--- config.mk ---
export PLATFORM = sky130hd
export DESIGN_NAME = fir_frame_sequencer_flat
export DESIGN_NICKNAME = d
export VERILOG_FILES = /design/src/rtl/fir_frame_sequencer_if.sv /design/src/rtl/fir_frame_sequencer.sv /design/src/flat_wrapper.sv
export SDC_FILE = /design/constraint.sdc
export NUM_CORES = 1
export LEC_CHECK = 0
export ABC_AREA = 1
export ABC_CLOCK_PERIOD_IN_PS = 4300
export CORE_MARGIN = 5
export CORE_UTILIZATION = 55
export CTS_CLUSTER_DIAMETER = 30
export CTS_CLUSTER_SIZE = 10
export DETAILED_ROUTE_END_ITERATION = 10
export PLACE_DENSITY_LB_ADDON = 0.08
export SLEW_MARGIN = 10
export SYNTH_ARGS = -nofsm -noshare
export SYNTH_HDL_FRONTEND = slang
export SYNTH_SLANG_ARGS = --single-unit
--- constraint.sdc ---
create_clock -name clk20 -period 4.3 [get_ports clk20]
set_clock_uncertainty 0.05 [all_clocks]
set_input_delay 0.86 -clock clk20 [delete_from_list [all_inputs] [get_ports clk20]]
set_output_delay 0.86 -clock clk20 [all_outputs]
set_load 0.05 [all_outputs]
--- src/rtl/fir_frame_sequencer_if.sv ---
// Host and memory-strobe bundle of the FIR frame sequencer.
// The sequencer connects as slave and the host or bench as master.
interface fir_frame_sequencer_if #(
    parameter int ADDR_W = 8
);
    logic              start;
    logic [ADDR_W-1:0] len_m1;
    logic              rd_req;
    logic [ADDR_W-1:0] rd_addr;
    logic [ADDR_W-1:0] in_addr;
    logic              in_nce;
    logic              in_nwrt;
    logic [ADDR_W-1:0] out_addr;
    logic              out_nce;
    logic              out_nwrt;
    logic              fir_rstn;
    logic              busy;
    logic              done;
    logic              rd_valid;

    modport slave (
        input  start, len_m1, rd_req, rd_addr,
        output in_addr, in_nce, in_nwrt, out_addr, out_nce, out_nwrt,
               fir_rstn, busy, done, rd_valid
    );

    modport master (
        output start, len_m1, rd_req, rd_addr,
        input  in_addr, in_nce, in_nwrt, out_addr, out_nce, out_nwrt,
               fir_rstn, busy, done, rd_valid
    );
endinterface

--- src/rtl/fir_frame_sequencer.sv ---
// Streams a frame from the input memory through the folded FIR into the output
// memory, offset by the filter latency, and serves host read-back between frames.
module fir_frame_sequencer #(
    parameter int ADDR_W  = 8,
    parameter int LATENCY = 6
) (
    input  logic                   clk20,
    input  logic                   rstn,
    fir_frame_sequencer_if.slave   seq_if
);
    localparam int K_W = ADDR_W + 4;
    localparam logic [K_W-1:0] LAT_K = K_W'(LATENCY);

    typedef enum logic [1:0] {IDLE, RUN, DRAIN, DONE} state_t;

    state_t            state_q, state_d;
    logic [K_W-1:0]    k_q, k_d;
    logic [ADDR_W-1:0] n_m1_q, n_m1_d;
    logic              rd_strobe_q, rd_strobe_d;
    logic [ADDR_W-1:0] in_addr_q, in_addr_d;
    logic              in_nce_q, in_nce_d;
    logic [ADDR_W-1:0] out_addr_q, out_addr_d;
    logic              out_nce_q, out_nce_d;
    logic              out_nwrt_q, out_nwrt_d;
    logic              fir_rstn_q, fir_rstn_d;
    logic              busy_q, busy_d;
    logic              done_q, done_d;
    logic              rd_valid_q, rd_valid_d;
    logic [K_W-1:0]    last_in, last_out_d;
    logic [K_W-1:0]    wr_idx;

    assign last_in    = {4'b0000, n_m1_q};
    assign last_out_d = {4'b0000, n_m1_d} + LAT_K;
    assign wr_idx     = k_d - LAT_K;

    // Next state first; the registered outputs then describe the cycle (state_d, k_d).
    always_comb begin
        state_d     = state_q;
        k_d         = k_q;
        n_m1_d      = n_m1_q;
        rd_strobe_d = 1'b0;
        in_addr_d   = in_addr_q;
        in_nce_d    = 1'b1;
        out_addr_d  = out_addr_q;
        out_nce_d   = 1'b1;
        out_nwrt_d  = 1'b1;
        fir_rstn_d  = 1'b0;
        busy_d      = 1'b0;
        done_d      = 1'b0;
        rd_valid_d  = rd_strobe_q;

        case (state_q)
            IDLE: begin
                if (seq_if.start) begin
                    state_d = RUN;
                    k_d     = '0;
                    n_m1_d  = seq_if.len_m1;
                end else if (seq_if.rd_req) begin
                    rd_strobe_d = 1'b1;
                    out_addr_d  = seq_if.rd_addr;
                    out_nce_d   = 1'b0;
                end
            end
            RUN: begin
                k_d = k_q + 1'b1;
                if (k_q == last_in) state_d = DRAIN;
            end
            DRAIN: begin
                k_d = k_q + 1'b1;
                if (k_q == last_in + LAT_K) state_d = DONE;
            end
            default: state_d = IDLE;
        endcase

        if (state_d == RUN) begin
            in_addr_d = k_d[ADDR_W-1:0];
            in_nce_d  = 1'b0;
        end
        if (state_d == RUN || state_d == DRAIN) begin
            fir_rstn_d = 1'b1;
            busy_d     = 1'b1;
            if (k_d >= LAT_K && k_d <= last_out_d) begin
                out_addr_d = wr_idx[ADDR_W-1:0];
                out_nce_d  = 1'b0;
                out_nwrt_d = 1'b0;
            end
        end
        if (state_d == DONE) done_d = 1'b1;
    end

    always_ff @(posedge clk20) begin
        if (!rstn) begin
            state_q     <= IDLE;
            k_q         <= '0;
            rd_strobe_q <= 1'b0;
            in_addr_q   <= '0;
            in_nce_q    <= 1'b1;
            out_addr_q  <= '0;
            out_nce_q   <= 1'b1;
            out_nwrt_q  <= 1'b1;
            fir_rstn_q  <= 1'b0;
            busy_q      <= 1'b0;
            done_q      <= 1'b0;
            rd_valid_q  <= 1'b0;
        end else begin
            state_q     <= state_d;
            k_q         <= k_d;
            rd_strobe_q <= rd_strobe_d;
            in_addr_q   <= in_addr_d;
            in_nce_q    <= in_nce_d;
            out_addr_q  <= out_addr_d;
            out_nce_q   <= out_nce_d;
            out_nwrt_q  <= out_nwrt_d;
            fir_rstn_q  <= fir_rstn_d;
            busy_q      <= busy_d;
            done_q      <= done_d;
            rd_valid_q  <= rd_valid_d;
        end
    end

    // Frame length is only meaningful while a frame runs, so it needs no reset.
    always_ff @(posedge clk20) begin
        n_m1_q <= n_m1_d;
    end

    assign seq_if.in_addr  = in_addr_q;
    assign seq_if.in_nce   = in_nce_q;
    assign seq_if.in_nwrt  = 1'b1;
    assign seq_if.out_addr = out_addr_q;
    assign seq_if.out_nce  = out_nce_q;
    assign seq_if.out_nwrt = out_nwrt_q;
    assign seq_if.fir_rstn = fir_rstn_q;
    assign seq_if.busy     = busy_q;
    assign seq_if.done     = done_q;
    assign seq_if.rd_valid = rd_valid_q;
endmodule

--- src/flat_wrapper.sv ---
// flat-port wrapper written by rule: the top's interface ports become plain ports
module fir_frame_sequencer_flat 
#(
    parameter int ADDR_W  = 8,
    parameter int LATENCY = 6
)
  (clk20, rstn, seq_if_start, seq_if_len_m1, seq_if_rd_req, seq_if_rd_addr, seq_if_in_addr, seq_if_in_nce, seq_if_in_nwrt, seq_if_out_addr, seq_if_out_nce, seq_if_out_nwrt, seq_if_fir_rstn, seq_if_busy, seq_if_done, seq_if_rd_valid);
  fir_frame_sequencer_if #(.ADDR_W(ADDR_W)) seq_if_i ();
  input  logic clk20;
  input  logic rstn;
  input wire logic [$bits(seq_if_i.start)-1:0] seq_if_start;
  input wire logic [$bits(seq_if_i.len_m1)-1:0] seq_if_len_m1;
  input wire logic [$bits(seq_if_i.rd_req)-1:0] seq_if_rd_req;
  input wire logic [$bits(seq_if_i.rd_addr)-1:0] seq_if_rd_addr;
  output wire logic [$bits(seq_if_i.in_addr)-1:0] seq_if_in_addr;
  output wire logic [$bits(seq_if_i.in_nce)-1:0] seq_if_in_nce;
  output wire logic [$bits(seq_if_i.in_nwrt)-1:0] seq_if_in_nwrt;
  output wire logic [$bits(seq_if_i.out_addr)-1:0] seq_if_out_addr;
  output wire logic [$bits(seq_if_i.out_nce)-1:0] seq_if_out_nce;
  output wire logic [$bits(seq_if_i.out_nwrt)-1:0] seq_if_out_nwrt;
  output wire logic [$bits(seq_if_i.fir_rstn)-1:0] seq_if_fir_rstn;
  output wire logic [$bits(seq_if_i.busy)-1:0] seq_if_busy;
  output wire logic [$bits(seq_if_i.done)-1:0] seq_if_done;
  output wire logic [$bits(seq_if_i.rd_valid)-1:0] seq_if_rd_valid;
  assign seq_if_i.start = seq_if_start;
  assign seq_if_i.len_m1 = seq_if_len_m1;
  assign seq_if_i.rd_req = seq_if_rd_req;
  assign seq_if_i.rd_addr = seq_if_rd_addr;
  assign seq_if_in_addr = seq_if_i.in_addr;
  assign seq_if_in_nce = seq_if_i.in_nce;
  assign seq_if_in_nwrt = seq_if_i.in_nwrt;
  assign seq_if_out_addr = seq_if_i.out_addr;
  assign seq_if_out_nce = seq_if_i.out_nce;
  assign seq_if_out_nwrt = seq_if_i.out_nwrt;
  assign seq_if_fir_rstn = seq_if_i.fir_rstn;
  assign seq_if_busy = seq_if_i.busy;
  assign seq_if_done = seq_if_i.done;
  assign seq_if_rd_valid = seq_if_i.rd_valid;
  fir_frame_sequencer #(.ADDR_W(ADDR_W), .LATENCY(LATENCY)) u_core (.clk20(clk20), .rstn(rstn), .seq_if(seq_if_i));
endmodule
# ---- Word level (Yosys, flattened, before mapping)
# Cells that the tools add are included.
dict set report totals {
  regBits 45
  inputBits 20
  output_inout_bits 24
  word_cells 56
}
dict set report classes {
  add_sub_neg 4
  n_lt_le_gt_ge 2
  n_eq_ne 7
  muxes 23
  bitwise_logic 2
  reduce_logical 6
}
# cell count
set op_table {}
lappend op_table {{8-bit 2-to-1 mux} 7}
lappend op_table {{12-bit case mux with 2 select lines} 1}
lappend op_table {{8-bit by 3-bit adder with 9-bit output (second input constant)} 2}
lappend op_table {{12-bit by 1-bit adder with 12-bit output (second input constant)} 1}
lappend op_table {{12-bit equality test} 1}
lappend op_table {{12-bit by 8-bit equality test with 1-bit output} 1}
lappend op_table {{12-bit by 3-bit greater-or-equal comparator with 1-bit output (second input constant)} 1}
lappend op_table {{12-bit by 9-bit less-or-equal comparator with 1-bit output} 1}
lappend op_table {{12-bit 2-to-1 mux} 1}
lappend op_table {{1-bit 2-to-1 mux} 10}
lappend op_table {{8-bit by 3-bit subtractor with 8-bit output (second input constant)} 1}
lappend op_table {{2-bit equality test (second input constant)} 3}
lappend op_table {{2-bit 2-to-1 mux} 3}
lappend op_table {{2-bit case mux with 3 select lines} 1}
lappend op_table {{2-bit by 1-bit equality test with 1-bit output (second input constant)} 2}
lappend op_table {{3-bit OR reduction} 1}
lappend op_table {{2-bit logical NOT} 1}
lappend op_table {{1-bit NOT} 2}
lappend op_table {{2-bit AND reduction} 1}
lappend op_table {{2-bit OR reduction} 1}
lappend op_table {{1-bit logical AND} 1}
lappend op_table {{1-bit logical OR} 1}

# ---- Depth between registers and ports, before layout
# Gate-level depths: netlist of the first run.
dict set report depth {
  ltp_word 7
  depth_mapped 24
  depth_no_buf 23
}

# ---- Worst setup path after synthesis of the first run
# No wires, ideal clock.
dict set report synth_timing {
  path_type {input to register}
  start {input seq_if_start}
  end {register u_core.out_addr_q[0], in the netlist u_core.seq_if.out_addr[0]}
  setup_ns 0.114
  arrival_time_ns 3.193
  required_time_ns 4.136
  path_slack_ns 0.943
  cell_stages 20
  n_path_buf 2
  cell_sequence {nand2_1 -> buf_2 -> nand2_1 -> o21ai_0 -> ha_1 -> nand3b_1 -> nor3_1 -> xnor2_1 -> ha_1 -> a21oi_1 -> o21ai_0 -> nand2_1 -> nand3_1 -> nand2_1 -> inv_1 -> nor2_8 -> nand3_2 -> buf_6 -> nor2_1 -> nor2_2}
}
dict set report synth_between {
  elab_chain_len 7
  word_cells_on_any_way 18
  cone_classes {add/sub: 2; order compare: 2; eq/ne: 2; mux: 10; reduce/logical: 2}
}
# element line
set synth_rtl {}
lappend synth_rtl {{from (decl)} flat_wrapper.sv:11} ;# input wire logic [$bits(seq_if_i.start)-1:0] seq_if_start;
lappend synth_rtl {{8-bit 2-to-1 mux} fir_frame_sequencer.sv:54} ;# if (seq_if.start) begin
lappend synth_rtl {{8-bit 2-to-1 mux} fir_frame_sequencer.sv:52} ;# case (state_q)
lappend synth_rtl {{8-bit by 3-bit adder with 9-bit output} fir_frame_sequencer.sv:33} ;# assign last_out_d = {4'b0000, n_m1_d} + LAT_K;
lappend synth_rtl {{12-bit by 9-bit less-or-equal comparator with 1-bit output} fir_frame_sequencer.sv:82} ;# if (k_d >= LAT_K && k_d <= last_out_d) begin
lappend synth_rtl {{1-bit logical AND} fir_frame_sequencer.sv:82}
lappend synth_rtl {{8-bit 2-to-1 mux} fir_frame_sequencer.sv:82}
lappend synth_rtl {{8-bit 2-to-1 mux *} fir_frame_sequencer.sv:79} ;# if (state_d == RUN || state_d == DRAIN) begin
lappend synth_rtl {{to (signal assigned)} fir_frame_sequencer.sv:111} ;# out_addr_q <= out_addr_d;
lappend synth_rtl {{to (decl)} fir_frame_sequencer.sv:22} ;# logic [ADDR_W-1:0] out_addr_q, out_addr_d;
# Every way passes the cells marked *; elsewhere a longest branch is shown, timed or not.
# A chain may end at the register's enable or synchronous reset.

# ---- Final worst setup path of the first run
dict set report layout_timing {
  start {input seq_if_start}
  end {register u_core.out_addr_q[3], in the netlist u_core.seq_if.out_addr[3]}
}
# Same word-level chain as after synthesis.

==> metrics.csv, run 1 <==
stage;metric;value;unit
min_path;Hold/Removal Path Class;register to register;
pwr;power per cell area;326;nW/µm²
placement;Placer Congestion;0.875;
critical_path;cell mode on critical path;nand2_1;
finish;Post-Layout Cell Count;550;
logic_synthesis;area leader, netlist;dfxtp_1;
logic_synthesis;syn_nets;474;
critical_path;Register-to-Register Setup Slack;670;ps
critical_path;CP max stage delay;500;ps
logic_synthesis;sequential area share after synthesis;0.296;
clocking;cts-stage hold buffer count;0;
logic_synthesis;Syn Area/Cell;6.99;µm²
sta;TNS Setup;0;ps
clocking;root buffer cell;clkbuf_8;
clocking;clk_lat worst skew;300;ps
global_route;global-route wire length before repair;12300;µm
finish;Layout Nets;516;
clocking;# clock sinks;45;
logic_synthesis;number of synthesized register bits;45;
logic_synthesis;count of different cell masters after synthesis;39;
critical_path;Crit. Startpoint;seq_if_start;
finish;diode count;0;
detailed_routing;via density per instance;5.13;
floorplanning;DIE AREA;7110;µm²
critical_path;CP Max Fanout;11;
placement;Post-DP HPWL;5720;µm
critical_path;worst r2r src;u_core.state_q[0]$_SDFF_PN0_;
critical_path;Startpoint Class;input port;
floorplanning;io pins;44;
critical_path;crit path to;u_core.seq_if.out_addr[3]$_SDFF_PN0_;
global_route;pin count of the biggest net entering global routing;20;
clocking;Setup Fix Bufs, Post-CTS;0;
critical_path;reg2reg path depth;20;
sta;RSZ-0062 raised after global routing;no;
finish;final core occ;0.667;
detailed_routing;drt pass-1 iters;4;
global_route;total track usage;0.209;
pwr;Pleak;1.80;nW
critical_path;Reg-to-Reg End;u_core.seq_if.out_addr[3]$_SDFF_PN0_;
logic_synthesis;Synth Instances;435;
sta;Final Hold Violating Endpoints;0;
sta;WHS;378;ps
floorplanning;FP Rows;27;
clocking;# H-tree levels;2;
floorplanning;Die Y;84.4;µm
critical_path;kind of critical path;input port to register;
pwr;worst vdd ir;0.000237;V
floorplanning;effective utilization at floorplan;0.559;
global_route;initial antenna violation count;0;
critical_path;Worst setup EP type;register;
clocking;number of buffers created by CTS;5;
job;total of max-cap violations;0;
sta;Worst Tran Pin Value;585;ps
run_status;outcome;finished, final reports clean;
global_route;vias in the first global route;2700;
placement;port buffer count;42;
critical_path;Req. time, crit path;4460;ps
detailed_routing;Post-DRT Antenna Nets;0;
clocking;CTS tree;yes;
sta;Fmax;250;MHz
global_route;GR Overflow Total;0;
detailed_routing;via count;2824;
detailed_routing;final WL;7290;µm
floorplanning;Die Span X;84.4;µm
logic_synthesis;Warnings, synthesis;0;
sta;# setup viols final;0;
finish;Area Growth Syn to Fin;19.3;%
detailed_routing;routed length per instance;13.3;µm
sta;Tcrit/Tclk final;0.929;
detailed_routing;1st-iter DRT viols;152;
sta;Tmin final;3990;ps
logic_synthesis;top-area cell type share of the netlist area;0.296;
finish;fraction of layout cells with a size suffix above 1;0.134;
critical_path;crit path cell chain;clkdlybuf4s50_1 -> nand2_1 -> buf_4 -> nand2_1 -> o21ai_0 -> ha_1 -> nand3b_1 -> nor3_1 -> xnor2_1 -> ha_1 -> a21oi_1 -> o21ai_0 -> nand2_1 -> nand3_1 -> nand2_1 -> inv_1 -> nor2_8 -> nand3_2 -> o21ai_2 -> nor2_2;
logic_synthesis;cell area after synthesis;3040;µm²
sta;Final Max Slew Viols;0;
sta;slew margin rel.;0.607;
clocking;CTS Buffer Depth;2;
floorplanning;core area;5440;µm²
min_path;Worst Hold Path Cells;2;
clocking;Post-CTS Resized;0;
critical_path;arrival time of the worst setup path;4150;ps
detailed_routing;Post-route DRC;0;
placement;dpl cells;542;
logic_synthesis;Synth area leaders;dfxtp_1, nand2_1, ha_1;
critical_path;worst-path cell with the longest stage delay;clkdlybuf4s50_1;
clocking;Clk pin slew, worst setup/hold paths;90;ps
==> Yosys cell counts <==
cell type and count:
mux2_2 2, nor2_1 48, or2_2 3, o221ai_1 1, buf_4 5, xnor2_1 3
o21ai_1 2, nand3_4 1, nand2_4 4, dfxtp_1 45, nand2_1 100, inv_1 52
nand3_1 23, a21boi_0 1, clkbuf_1 4, mux2i_1 6, nand4_1 6, nand3b_1 3
o21ai_2 3, nor2_8 2, nor2_2 7, nor3_1 3, inv_4 1, o21bai_1 1
ha_1 19, o21ai_0 23, inv_2 8, nand2_2 13, clkinv_1 1, nor2_4 3
nor4_1 1, conb_1 1, xor2_1 13, nand3_2 4, a21oi_2 1, buf_6 1
o211ai_1 6, a21oi_1 13, buf_2 2
==> state kept, by name, indices dropped and copies added, names as in the netlist <==
name / flops
u_core.state_q: 2
u_core.seq_if.out_nce: 1
u_core.rd_strobe_q: 1
u_core.seq_if.out_nwrt: 1
u_core.k_q: 12
u_core.seq_if.in_nce: 1
u_core.seq_if.in_addr: 8
u_core.seq_if.fir_rstn: 1
u_core.seq_if.rd_valid: 1
u_core.seq_if.done: 1
u_core.n_m1_q: 8
u_core.seq_if.out_addr: 8
==> where the power goes <==
part	internal, mW	switching (mW)	leakage [nW]
logic	0.142	0.238	1.38
registers	0.451	0.0241	0.369
clock network	0.175	0.154	0.0554
==> metrics by stage <==
step           worst slack (ps)  instance area [µm²]  power [mW]
4_1_cts                     337                 3630        1.19
2_1_floorplan               943                 3040       0.747
3_5_place_dp               15.2                 3510       0.862
3_3_place_gp                159                 3510       0.855
5_1_grt                    54.8                 3630        1.25
6_report                    307                 3630        1.18
==> placed cells by master (no fill, tap or decap), drive strengths merged <==
master         instances
nand2                117
inv                   61
nor2                  60
dfxtp                 45
clkdlybuf4s50         42
nand3                 28
o21ai                 28
ha                    19
a21oi                 14
xor2                  13
nand4                  6
o211ai                 6
mux2i                  6
clkbuf                 6
buf                    5
or2                    3
nand3b                 3
nor3                   3
xnor2                  3
mux2                   2
clkinv                 2
o21bai                 1
nor4                   1
a21boi                 1
o221ai                 1
conb                   1
bufinv                 1
==> worst min path at each step <==
stage	slack, ps	start	to
floorplan	340	u_core.rd_strobe_q$_SDFF_PP0_	u_core.seq_if.rd_valid$_SDFF_PN0_
global route	390	u_core.rd_strobe_q$_SDFF_PP0_	u_core.seq_if.rd_valid$_SDFF_PN0_
CTS	380	u_core.rd_strobe_q$_SDFF_PP0_	u_core.seq_if.rd_valid$_SDFF_PN0_
global placement	340	u_core.rd_strobe_q$_SDFF_PP0_	u_core.seq_if.rd_valid$_SDFF_PN0_
finish	380	u_core.rd_strobe_q$_SDFF_PP0_	u_core.seq_if.rd_valid$_SDFF_PN0_
detailed placement	360	u_core.rd_strobe_q$_SDFF_PP0_	u_core.seq_if.rd_valid$_SDFF_PN0_
==> per-layer routing <==
metal / up-vias / track usage / share of wire
li1: 1462 / - / -
met1: 1289 / 0.277 / 0.47
met2: 68 / 0.361 / 0.47
met3: 5 / 0.0353 / 0.044
met4: 0 / 0.0417 / 0.0078
met5: - / 0 / 0
==> critical path: cells and delay by family <==
kind	cells	cell delay [ps]
AND/OR/NAND/NOR	10	1240
buffers and inverters	3	780
AO/OA/AOI/OAI	4	610
adder cells (fa/ha/maj)	2	520
XOR/XNOR	1	150
==> cell type report <==
type | instances | area (µm²)
timing repair buffer | 47 | 458
clock buffer | 6 | 72.6
tap | 72 | 90.1
clock inverter | 2 | 38.8
inverter | 62 | 235
multi-input combinational | 316 | 1830
fill | 487 | 1810
sequential | 45 | 901
==> cells by family after synthesis <==
| kind of cell | Yosys count | synth area share |
|---|---|---|
| AO/OA/AOI/OAI | 51 | 0.0967 |
| XOR/XNOR | 16 | 0.0461 |
| adder cells (fa/ha/maj) | 19 | 0.0782 |
| buffers and inverters | 74 | 0.102 |
| flip-flops | 45 | 0.296 |
| multiplexers | 8 | 0.0272 |
| other | 1 | 0.00123 |
| AND/OR/NAND/NOR | 221 | 0.353 |
Note: power is estimated with default switching activity, not from simulation.
==> run 2: changes to the inputs <==
- ABC_CLOCK_PERIOD_IN_PS: 4300 -> 5170
- CORE_UTILIZATION: 55 -> 59
- clock period: 4.3 -> 5.17 ns (I/O delays scaled with it)
==> metrics.csv, run 2 (synthesis results as in run 1) <==
stage;metric;value;unit;change
clocking;CTS tree;yes;;
detailed_routing;via density per instance;5.20;;+1.3%
sta;slew margin rel.;0.450;;-0.157
pwr;Pleak;1.78;nW;-1.2%
critical_path;arrival time of the worst setup path;4570;ps;+420 ps
job;total of max-cap violations;0;;unchanged
pwr;clock group share of total power;0.282;;+0.004
critical_path;kind of critical path;input port to register;;
critical_path;Req. time, crit path;5320;ps;+860 ps
clocking;number of buffers created by CTS;5;;unchanged
detailed_routing;1st-iter DRT viols;200;;+32%
critical_path;reg2reg path depth;19;;-5.0%
floorplanning;effective utilization at floorplan;0.603;;+0.0440
clocking;# clock sinks;45;;unchanged
sta;TNS Setup;0;ps;unchanged
critical_path;worst-path cell with the longest stage delay;clkdlybuf4s50_1;;
sta;worst setup slack after layout;749;ps;+442 ps
finish;area occupied by registers;901;µm²;unchanged
sta;Worst Tran Pin Value;822;ps;+237 ps
sta;Tcrit/Tclk final;0.855;;
finish;fraction of layout cells with a size suffix above 1;0.125;;-0.00916
finish;post-route cell area;3590;µm²;-0.97%
finish;filler instances;446;;-8.4%
critical_path;CP max stage delay;440;ps;-60 ps
global_route;vias in the first global route;2707;;+0.26%
critical_path;crit path cell chain;clkdlybuf4s50_1 -> nand2_1 -> inv_1 -> o21ai_0 -> nand3b_1 -> nor3_1 -> xnor2_1 -> ha_1 -> a21oi_1 -> o21ai_0 -> nand2_1 -> nand3_1 -> nand2_1 -> inv_1 -> nor2_8 -> nand3_2 -> nor2_1 -> nor2_2;;
placement;port buffer count;42;;unchanged
placement;pre-CTS setup slack;489;ps;+474 ps
critical_path;crit-path leading delay family;simple AND/OR/NAND/NOR gates;;
pwr;worst vdd ir;0.000168;V;-29%
finish;commonest cells after routing, fill and taps aside;nand2_1, inv_1, nor2_1;;
finish;max FFs per register;12;;unchanged
floorplanning;FP Rows;26;;-3.7%
global_route;pin count of the biggest net entering global routing;20;;unchanged
critical_path;cell mode on critical path;nand2_1;;
detailed_routing;final WL;7280;µm;-0.14%
floorplanning;Die Y;81.8;µm;-3.0%
pwr;internal power;0.645;mW;-16%
sta;RSZ-0062 raised after global routing;no;;
finish;Area Growth Syn to Fin;18.1;%;
clocking;Post-CTS Resized;0;;unchanged
min_path;Worst Hold Path Cells;2;;unchanged
pwr;power per cell area;273;nW/µm²;-16%
sta;Final Hold Violating Endpoints;0;;unchanged
critical_path;worst path bufs/invs;3;;unchanged
placement;Placer Congestion;0.924;;+5.6%
detailed_routing;drt pass-1 iters;5;;+1
detailed_routing;via count;2824;;unchanged
detailed_routing;routed length per instance;13.4;µm;+1.2%
global_route;total track usage;0.237;;+0.0278
sta;Tmin final;4420;ps;
placement;Post-DP HPWL;5710;µm;-0.20%
detailed_routing;Post-DRT Antenna Nets;0;;unchanged
placement;placed inst area;3470;µm²;-1.1%
finish;most common cell after layout, fill and taps aside;nand2_1;;
critical_path;CP Max Fanout;12;;+1
sta;Fmax;226;MHz;
sta;Final Max Slew Viols;0;;unchanged
critical_path;CP Depth;18;;-10%
finish;diode count;0;;unchanged
finish;largest reg by FF count;u_core.k_q;;
run_status;outcome;finished, final reports clean;;
finish;final core occ;0.712;;+0.0455
global_route;initial antenna violation count;0;;unchanged
finish;Layout Nets;511;;-0.97%
critical_path;Worst setup EP type;register;;
finish;area occupied by multi-input gates;1830;µm²;unchanged
sta;# setup viols final;0;;unchanged
global_route;GR Overflow Total;0;;unchanged
clocking;clk_lat worst skew;300;ps;about the same
floorplanning;Die Span X;81.8;µm;-3.0%
pwr;Flop pwr share;0.403;;+0.002
min_path;Hold/Removal Path Class;register to register;;
clocking;Clk pin slew, worst setup/hold paths;80;ps;about the same
detailed_routing;Post-route DRC;0;;unchanged
floorplanning;DIE AREA;6690;µm²;-6.0%
clocking;Setup Fix Bufs, Post-CTS;0;;unchanged
floorplanning;core area;5040;µm²;-7.3%
global_route;global-route wire length before repair;12400;µm;+1.1%
floorplanning;io pins;44;;unchanged
clocking;CTS Buffer Depth;2;;unchanged
clocking;# H-tree levels;2;;unchanged
clocking;root buffer cell;clkbuf_8;;
critical_path;Startpoint Class;input port;;
pwr;Net Sw Power;0.335;mW;-20%
pwr;Gate power share;0.315;;-0.006
pwr;sw frac;0.342;;-0.0100
clocking;cts-stage hold buffer count;0;;unchanged
-- run 2: layer usage --
layer / global-route usage / part of all wire
met5: 0 / 0
met4: 0.0897 / 0.023
met3: 0.0450 / 0.058
met2: 0.388 / 0.47
met1: 0.309 / 0.45
-- run 2: path summary, 6_finish.rpt --
kind / start / endpoint / slack (ps)
setup / recovery: seq_if_start / u_core.seq_if.out_addr[2]$_SDFF_PN0_ / 750
hold / removal: u_core.rd_strobe_q$_SDFF_PP0_ / u_core.seq_if.rd_valid$_SDFF_PN0_ / 370
setup reg to reg: u_core.state_q[0]$_SDFF_PN0_ / u_core.seq_if.out_addr[2]$_SDFF_PN0_ / 1190
hold reg to reg: u_core.rd_strobe_q$_SDFF_PP0_ / u_core.seq_if.rd_valid$_SDFF_PN0_ / 370
-- run 2: area by class of cell --
type	count	area share
clock buffers	7	0.0240
well taps	70	0.0244
clock inverters	1	0.00836
multi-input cells	316	0.510
flip-flops and latches	45	0.251
inverters	62	0.0655
repair buffers	42	0.117
-- run 2: through the flow --
stage / power [mW] / hold WS, ps / instances
2_1_floorplan: 0.622 / 340 / 435
3_3_place_gp: 0.704 / 345 / 535
3_5_place_dp: 0.710 / 358 / 535
4_1_cts: 0.985 / 377 / 543
5_1_grt: 1.04 / 431 / 543
6_report: 0.980 / 373 / 543
-- run 2: worst register-to-register path, cell delays in order, from the launching register on --
cell,delay (ps)
dfxtp_1,420
inv_1,90
ha_1,240
nand2_1,280
inv_1,170
o21ai_0,430
nand3b_1,200
nor3_1,230
xnor2_1,160
ha_1,280
a21oi_1,140
o21ai_0,90
nand2_1,80
nand3_1,90
nand2_1,110
inv_1,110
nor2_8,140
nand3_2,270
nor2_1,230
nor2_2,60
-- run 2: power by group through the flow --
| stage | Sequential [mW] | Clock, mW | Combinational [mW] |
|---|---|---|---|
| final | 0.395 | 0.276 | 0.309 |
| after global routing | 0.399 | 0.296 | 0.341 |
| after CTS | 0.395 | 0.281 | 0.309 |
| after detailed placement | 0.403 | 0 | 0.307 |
| after global placement | 0.403 | 0 | 0.301 |
| after floorplan | 0.453 | 0 | 0.169 |
